`config.mk`:
```
export PLATFORM = sky130hd
export DESIGN_NAME = vram_arbiter_flat
export DESIGN_NICKNAME = d
export VERILOG_FILES = /design/src/rtl/vram_arbiter_if.sv /design/src/rtl/vram_arbiter.sv /design/src/flat_wrapper.sv
export SDC_FILE = /design/constraint.sdc
export NUM_CORES = 1
export LEC_CHECK = 0
export ABC_AREA = 1
export BUFFER_PORTS_ARGS = -buffer_cell sky130_fd_sc_hd__buf_2
export CAP_MARGIN = 10
export CORE_ASPECT_RATIO = 1.1
export CORE_MARGIN = 2
export CORE_UTILIZATION = 40
export DETAILED_ROUTE_END_ITERATION = 10
export PLACE_DENSITY_LB_ADDON = 0.1
export SLEW_MARGIN = 20
export SYNTH_ARGS = -nofsm -noshare
export SYNTH_HDL_FRONTEND = slang
export SYNTH_SLANG_ARGS = --single-unit
```
`constraint.sdc`:
```
create_clock -name clk_w -period 1.78 [get_ports clk_w]
set_clock_uncertainty 0.2 [all_clocks]
set_input_delay 0.178 -clock clk_w [delete_from_list [all_inputs] [get_ports clk_w]]
set_output_delay 0.178 -clock clk_w [all_outputs]
set_load 0.01 [all_outputs]
```
`src/rtl/vram_arbiter_if.sv`:
```
// Memory-controller side of the VRAM arbiter: command pulses, address/data and the busy handshake.
interface vram_arbiter_if;
    logic        mc_read;
    logic        mc_write;
    logic        mc_refresh;
    logic [20:0] mc_addr;
    logic [15:0] mc_din;
    logic [1:0]  mc_wdm;
    logic [15:0] mc_dout;
    logic        mc_busy;

    modport master (
        output mc_read, mc_write, mc_refresh, mc_addr, mc_din, mc_wdm,
        input  mc_dout, mc_busy
    );

    modport slave (
        input  mc_read, mc_write, mc_refresh, mc_addr, mc_din, mc_wdm,
        output mc_dout, mc_busy
    );
endinterface

```
`src/rtl/vram_arbiter.sv`:
```
// Arbitrates VDP slots, an auxiliary port and DRAM refresh onto one memory controller.
// Define VRAM_ARB_AUX_EN to enable the auxiliary requester; otherwise aux_req is ignored.
module vram_arbiter #(
    parameter int unsigned REFRESH_MAX  = 8,
    parameter int unsigned BUSY_TIMEOUT = 63
) (
    input  logic                  clk_w,
    input  logic                  reset_n_w,
    input  logic                  vdp_slot,
    input  logic                  vdp_ref_slot,
    input  logic                  vdp_we_n,
    input  logic [16:0]           vdp_adr,
    input  logic [7:0]            vdp_dbo,
    output logic [15:0]           vdp_dbi,
    input  logic                  aux_req,
    input  logic                  aux_we,
    input  logic [16:0]           aux_adr,
    input  logic [7:0]            aux_dbo,
    output logic                  aux_ack,
    output logic [7:0]            aux_dbi,
    vram_arbiter_if.master        mc,
    output logic                  timeout
);

    typedef enum logic [2:0] {IDLE, ISSUE, WAIT_HI, WAIT_LO, DONE} state_e;
    typedef enum logic [1:0] {SRC_VDP, SRC_AUX, SRC_REF} src_e;

    state_e      state_q;
    src_e        src_q;
    logic        we_q;
    logic [16:0] adr_q;
    logic [7:0]  dat_q;
    logic        served_q;
    logic [7:0]  ref_cnt_q;
    logic        ref_slot_q;
    logic [7:0]  wait_cnt_q;
    logic        timeout_q;
    logic [15:0] vdp_dbi_q;
    logic [7:0]  aux_dbi_q;
    logic        aux_ack_q;
    logic        mc_read_q;
    logic        mc_write_q;
    logic        mc_refresh_q;

    logic        aux_req_eff;
    logic        force_ref;
    logic        ref_rise;
    logic        sel_valid_d;
    src_e        sel_src_d;
    logic        issue_ref;

`ifdef VRAM_ARB_AUX_EN
    assign aux_req_eff = aux_req;
`else
    logic aux_req_unused;
    assign aux_req_unused = aux_req;
    assign aux_req_eff    = 1'b0;
`endif

    assign force_ref = (ref_cnt_q >= 8'(REFRESH_MAX));
    assign ref_rise  = vdp_ref_slot & ~ref_slot_q;

    // Fixed-priority pick, only meaningful in IDLE with the controller free.
    always_comb begin
        // NOTE: every output gets a default first so no path leaves it unassigned (no latch).
        sel_valid_d = 1'b0;
        sel_src_d   = SRC_VDP;
        if (state_q == IDLE && !mc.mc_busy) begin
            if (vdp_slot && !served_q) begin
                sel_valid_d = 1'b1;
                sel_src_d   = SRC_VDP;
            end else if (force_ref) begin
                sel_valid_d = 1'b1;
                sel_src_d   = SRC_REF;
            end else if (aux_req_eff) begin
                sel_valid_d = 1'b1;
                sel_src_d   = SRC_AUX;
            end else if (vdp_ref_slot) begin
                sel_valid_d = 1'b1;
                sel_src_d   = SRC_REF;
            end
        end
    end

    assign issue_ref = sel_valid_d && (sel_src_d == SRC_REF);

    // NOTE: sequential state uses non-blocking assignments so every register sees pre-edge values.
    always_ff @(posedge clk_w or negedge reset_n_w) begin
        if (!reset_n_w) begin
            state_q      <= IDLE;
            src_q        <= SRC_VDP;
            we_q         <= 1'b0;
            adr_q        <= '0;
            dat_q        <= '0;
            served_q     <= 1'b0;
            ref_cnt_q    <= '0;
            ref_slot_q   <= 1'b0;
            wait_cnt_q   <= '0;
            timeout_q    <= 1'b0;
            vdp_dbi_q    <= '0;
            aux_dbi_q    <= '0;
            aux_ack_q    <= 1'b0;
            mc_read_q    <= 1'b0;
            mc_write_q   <= 1'b0;
            mc_refresh_q <= 1'b0;
        end else begin
            mc_read_q    <= 1'b0;
            mc_write_q   <= 1'b0;
            mc_refresh_q <= 1'b0;
            aux_ack_q    <= 1'b0;
            ref_slot_q   <= vdp_ref_slot;

            if (!vdp_slot) served_q <= 1'b0;

            if (issue_ref)                           ref_cnt_q <= '0;
            else if (ref_rise && ref_cnt_q != 8'hFF) ref_cnt_q <= ref_cnt_q + 8'd1;

            case (state_q)
                IDLE: begin
                    if (sel_valid_d) begin
                        state_q <= ISSUE;
                        src_q   <= sel_src_d;
                        case (sel_src_d)
                            SRC_VDP: begin
                                we_q       <= ~vdp_we_n;
                                adr_q      <= vdp_adr;
                                dat_q      <= vdp_dbo;
                                served_q   <= 1'b1;
                                mc_read_q  <= vdp_we_n;
                                mc_write_q <= ~vdp_we_n;
                            end
                            SRC_AUX: begin
                                we_q       <= aux_we;
                                adr_q      <= aux_adr;
                                dat_q      <= aux_dbo;
                                mc_read_q  <= ~aux_we;
                                mc_write_q <= aux_we;
                            end
                            default: begin
                                we_q         <= 1'b0;
                                mc_refresh_q <= 1'b1;
                            end
                        endcase
                    end
                end
                ISSUE: begin
                    state_q    <= WAIT_HI;
                    wait_cnt_q <= 8'd1;  // counts cycles since ISSUE
                end
                WAIT_HI, WAIT_LO: begin
                    if (state_q == WAIT_HI && mc.mc_busy) begin
                        state_q <= WAIT_LO;
                    end else if (state_q == WAIT_LO && !mc.mc_busy) begin
                        state_q <= DONE;
                        if (src_q == SRC_VDP && !we_q) vdp_dbi_q <= mc.mc_dout;
                        if (src_q == SRC_AUX) begin
                            aux_ack_q <= 1'b1;
                            if (!we_q) aux_dbi_q <= adr_q[16] ? mc.mc_dout[15:8] : mc.mc_dout[7:0];
                        end
                    end else if (wait_cnt_q >= 8'(BUSY_TIMEOUT)) begin
                        timeout_q <= 1'b1;
                        state_q   <= IDLE;
                    end else begin
                        wait_cnt_q <= wait_cnt_q + 8'd1;
                    end
                end
                DONE:    state_q <= IDLE;
                default: state_q <= IDLE;
            endcase
        end
    end

    assign vdp_dbi       = vdp_dbi_q;
    assign aux_ack       = aux_ack_q;
    assign aux_dbi       = aux_dbi_q;
    assign timeout       = timeout_q;
    assign mc.mc_read    = mc_read_q;
    assign mc.mc_write   = mc_write_q;
    assign mc.mc_refresh = mc_refresh_q;
    assign mc.mc_addr    = {5'b0, adr_q[15:0]};
    assign mc.mc_din     = {dat_q, dat_q};
    assign mc.mc_wdm     = {~adr_q[16], adr_q[16]};

endmodule

```
`src/flat_wrapper.sv`:
```
// flat-port wrapper written by rule: the top's interface ports become plain ports
module vram_arbiter_flat 
#(
    parameter int unsigned REFRESH_MAX  = 8,
    parameter int unsigned BUSY_TIMEOUT = 63
)
  (clk_w, reset_n_w, vdp_slot, vdp_ref_slot, vdp_we_n, vdp_adr, vdp_dbo, vdp_dbi, aux_req, aux_we, aux_adr, aux_dbo, aux_ack, aux_dbi, timeout, mc_mc_read, mc_mc_write, mc_mc_refresh, mc_mc_addr, mc_mc_din, mc_mc_wdm, mc_mc_dout, mc_mc_busy);
  vram_arbiter_if mc_i ();
  input  logic clk_w;
  input  logic reset_n_w;
  input  logic vdp_slot;
  input  logic vdp_ref_slot;
  input  logic vdp_we_n;
  input  logic [16:0] vdp_adr;
  input  logic [7:0] vdp_dbo;
  output logic [15:0] vdp_dbi;
  input  logic aux_req;
  input  logic aux_we;
  input  logic [16:0] aux_adr;
  input  logic [7:0] aux_dbo;
  output logic aux_ack;
  output logic [7:0] aux_dbi;
  output logic timeout;
  output wire logic [$bits(mc_i.mc_read)-1:0] mc_mc_read;
  output wire logic [$bits(mc_i.mc_write)-1:0] mc_mc_write;
  output wire logic [$bits(mc_i.mc_refresh)-1:0] mc_mc_refresh;
  output wire logic [$bits(mc_i.mc_addr)-1:0] mc_mc_addr;
  output wire logic [$bits(mc_i.mc_din)-1:0] mc_mc_din;
  output wire logic [$bits(mc_i.mc_wdm)-1:0] mc_mc_wdm;
  input wire logic [$bits(mc_i.mc_dout)-1:0] mc_mc_dout;
  input wire logic [$bits(mc_i.mc_busy)-1:0] mc_mc_busy;
  assign mc_mc_read = mc_i.mc_read;
  assign mc_mc_write = mc_i.mc_write;
  assign mc_mc_refresh = mc_i.mc_refresh;
  assign mc_mc_addr = mc_i.mc_addr;
  assign mc_mc_din = mc_i.mc_din;
  assign mc_mc_wdm = mc_i.mc_wdm;
  assign mc_i.mc_dout = mc_mc_dout;
  assign mc_i.mc_busy = mc_mc_busy;
  vram_arbiter #(.REFRESH_MAX(REFRESH_MAX), .BUSY_TIMEOUT(BUSY_TIMEOUT)) u_core (.clk_w(clk_w), .reset_n_w(reset_n_w), .vdp_slot(vdp_slot), .vdp_ref_slot(vdp_ref_slot), .vdp_we_n(vdp_we_n), .vdp_adr(vdp_adr), .vdp_dbo(vdp_dbo), .vdp_dbi(vdp_dbi), .aux_req(aux_req), .aux_we(aux_we), .aux_adr(aux_adr), .aux_dbo(aux_dbo), .aux_ack(aux_ack), .aux_dbi(aux_dbi), .mc(mc_i), .timeout(timeout));
endmodule
```
==> metrics <==
Die X=89.3 microns; uppermost routed layer=met4; synth cell count leaders=nand2_1 (153), dfrtp_1 (68), nand3_1 (33), buf_4 (26), inv_1 (26); Synth Instances=378; Placer Congestion=0.759; TritonRoute pass-1 iters=6; first-pass GRT wire length=12.2 mm; final non-filler cell total=640; Sw Ratio=39.0%; dpl hpwl=4.85 mm; Net Switching=between 2 and 2.5 mW; Tmin final=1.66 ns; Startpoint Class=input port; deepest clock path buffer count=2; ANT cells=0; clock root buffer master=clkbuf_8; vias in the first global route=about 2,700; Synth area leader=dfrtp_1; synth unique cells=30; PortBufs=100; layout cells sized above 1=27.8%; Worst Setup Path Type=input port to flip-flop; postcts setup bufs=0; Post-synth EDFFs=0; H-tree Lvls=3; Reg2Reg Setup Slack=0.13 ns; Num CTS Buffers=9; largest net degree at the start of global routing=30; worst min path class=input port to asynchronous set/reset pin; Final nets=604; DRC=0; reg2reg path depth=9; I/O Pins=142; fin. max-slew vios=0; Final Instance Area=roughly 0.0044 sq mm; worst endpoint data arrival time=between 1.5 and 2 ns; maxcap violations=0; power density over the cells=1390 mW/mm^2; final setup fails=0; FFs w/ async S/R, synth=100%; Peak Freq=approximately 0.60 GHz; Routed wire per std cell=11.2 microns; Hold Vio Cnt, Final=0; CTS Sinks=68; Initial Util=40.9%; Area Overhead vs Synth=38.1%; core region area=between 0.007 and 0.008 sq mm; post-layout util=56.4%; routed wl met2=approximately 3.5 mm; slack of the critical path=around 0.12 ns; Seq pwr share=between 40% and 50%; Seq cells post-synth=68; Reg-to-Reg End=u_core.wait_cnt_q[0]; fill count=730; vias per inst=4.45; CP endpoint kind=flip-flop; Yosys warnings=0; status=completed; Detail Route Antenna Nets=0; WHS=0.0575 ns; CP Max Fanout=25; Die ar.=0.00873 sq mm; DP Cell Count=578; cell leakage power=2.47 nW; Initial DRC Count=170; Avg Cell Area, Syn=8.46 sq um; Internal=between 3 and 4 mW; grt ovf=0; Via Count=2,846; Synth area leaders=dfrtp_1 (53%), nand2_1 (18%), buf_4 (6.1%), nand3_1 (5.2%), inv_1 (3.1%); pre-CTS WS=~0.10 ns; initial antenna violation count=0; Worst-path clk slew=approximately 0.08 ns; GRT Overall Usage=17.6%; share of the clock period used by the worst path=around 93%; Post-Route WL=7.16 mm; post-synthesis sequential area ratio=53.2%; Met1 Routed Length=3.18 mm; Syn Std Cell Area=between 0.003 and 0.004 sq mm; VDD IR max=712 uV; placed cell areas=0.00374 sq mm; worst skew pair latency=0.33 ns; count leader, synth=nand2_1; Rows=34; Synth Flop Type=dfrtp_1; Die Height=97.8 microns; Critical Path RT=1.81 ns; r2r startpoint=u_core.wait_cnt_q[0]; met3 WL=313 microns; top-area cell type share of the netlist area=53.2%; CTS tree=built; Clk pwr share=20.3%; Logic pwr share=39.2%
-- final cells by class --
class	instances	area [sq um]	area share (%)
flip-flops and latches	68	1700	38.5
clock buffers	10	128	2.89
inverters	28	105	2.38
well taps	108	135	3.06
multi-input cells	264	1220	27.7
repair buffers	156	1060	24.0
clock inverters	6	65.1	1.47
-- metal layers --
| metal | up-vias | global-route usage (%) |
|---|---|---|
| met5 | - | 0 |
| met3 | 17 | 3.47 |
| met4 | 0 | 8.04 |
| met2 | 82 | 26.9 |
| met1 | 1309 | 23.9 |
| li1 | 1438 | - |
-- power groups by stage --
stage               combinational (mW)  sequential (mW)  clock [mW]
floorplan                         1.39             2.71           0
global placement                  2.31             2.51           0
detailed placement                2.36             2.50           0
CTS                               2.43             2.49        1.28
global route                      2.75             2.57        1.35
finish                            2.41             2.50        1.25
-- stage by stage --
step	TNS [ns]	total power [mW]
2_1_floorplan	0	4.10
3_3_place_gp	0	4.81
3_5_place_dp	0	4.86
4_1_cts	0	6.20
5_1_grt	-0.0188	6.67
6_report	0	6.15
-- state kept, by name, summed over array words and instances (netlist names) --
name,flops
u_core.ref_slot_q,1
u_core.wait_cnt_q,8
u_core.mc.mc_write,1
u_core.mc.mc_read,1
u_core.adr_q,17
u_core.timeout,1
u_core.vdp_dbi,16
u_core.we_q,1
u_core.ref_cnt_q,8
u_core.src_q,1
u_core.mc.mc_refresh,1
u_core.dat_q,8
u_core.served_q,1
u_core.state_q,3
-- critical path, cell delays in order --
cell and delay [ns]:
dlygate4sd3_1 0.54, buf_2 0.17, inv_1 0.12, nand4_2 0.22
buf_4 0.29, nand2_1 0.10, nand2_1 0.05
-- what timing repair did --
item	4_1_cts	5_1_grt
resized for setup	0	5
hold endpoints to repair	114	0
hold buffers	46	0
endpoints found under the setup margin	0	11
-- how the worst max path moves through the flow --
| stage | depth (start not counted) | from | slack, ns | endpoint |
|---|---|---|---|---|
| final | 7 | mc_mc_busy | 0.12 | u_core.adr_q[4] |
| after global placement | 8 | u_core.state_q[2] | 0.11 | u_core.ref_cnt_q[3] |
| after floorplan | 7 | u_core.wait_cnt_q[0] | 0.20 | u_core.state_q[0] |
| after detailed placement | 8 | u_core.state_q[2] | 0.10 | u_core.ref_cnt_q[3] |
| after global routing | 9 | u_core.wait_cnt_q[0] | -0.01 | u_core.wait_cnt_q[4] |
| after CTS | 8 | u_core.state_q[2] | 0.09 | u_core.ref_cnt_q[3] |
-- logic make-up after synthesis --
family	Yosys count	synth area share [%]
xor gates and xnor gates	5	1.37
adders and majority gates	3	1.17
DFF	68	53.2
buffers and inverters	59	10.8
other	1	0.117
AOI/OAI and AO/OA	15	2.90
and+or+nand+nor	227	30.5
-- cells in the final DEF, fill, tap and decap left out, types with 3 or more instances in the layout --
master         synthesis  final
nand4_1                4      4
o21ai_0                4      4
nand2_2                4      4
nor2_2                 5      7
conb_1                 1     14
dlygate4sd3_1          0     46
inv_1                 26     26
buf_4                 26      8
xor2_1                 3      3
ha_1                   3      3
nand3_1               33     32
clkbuf_8               0      9
buf_2                  2    100
nor2_1                19     17
dfrtp_1               68     68
nor2_4                 3      3
nand2_1              153    153
No activity file was read; power rests on OpenSTA's default activity.
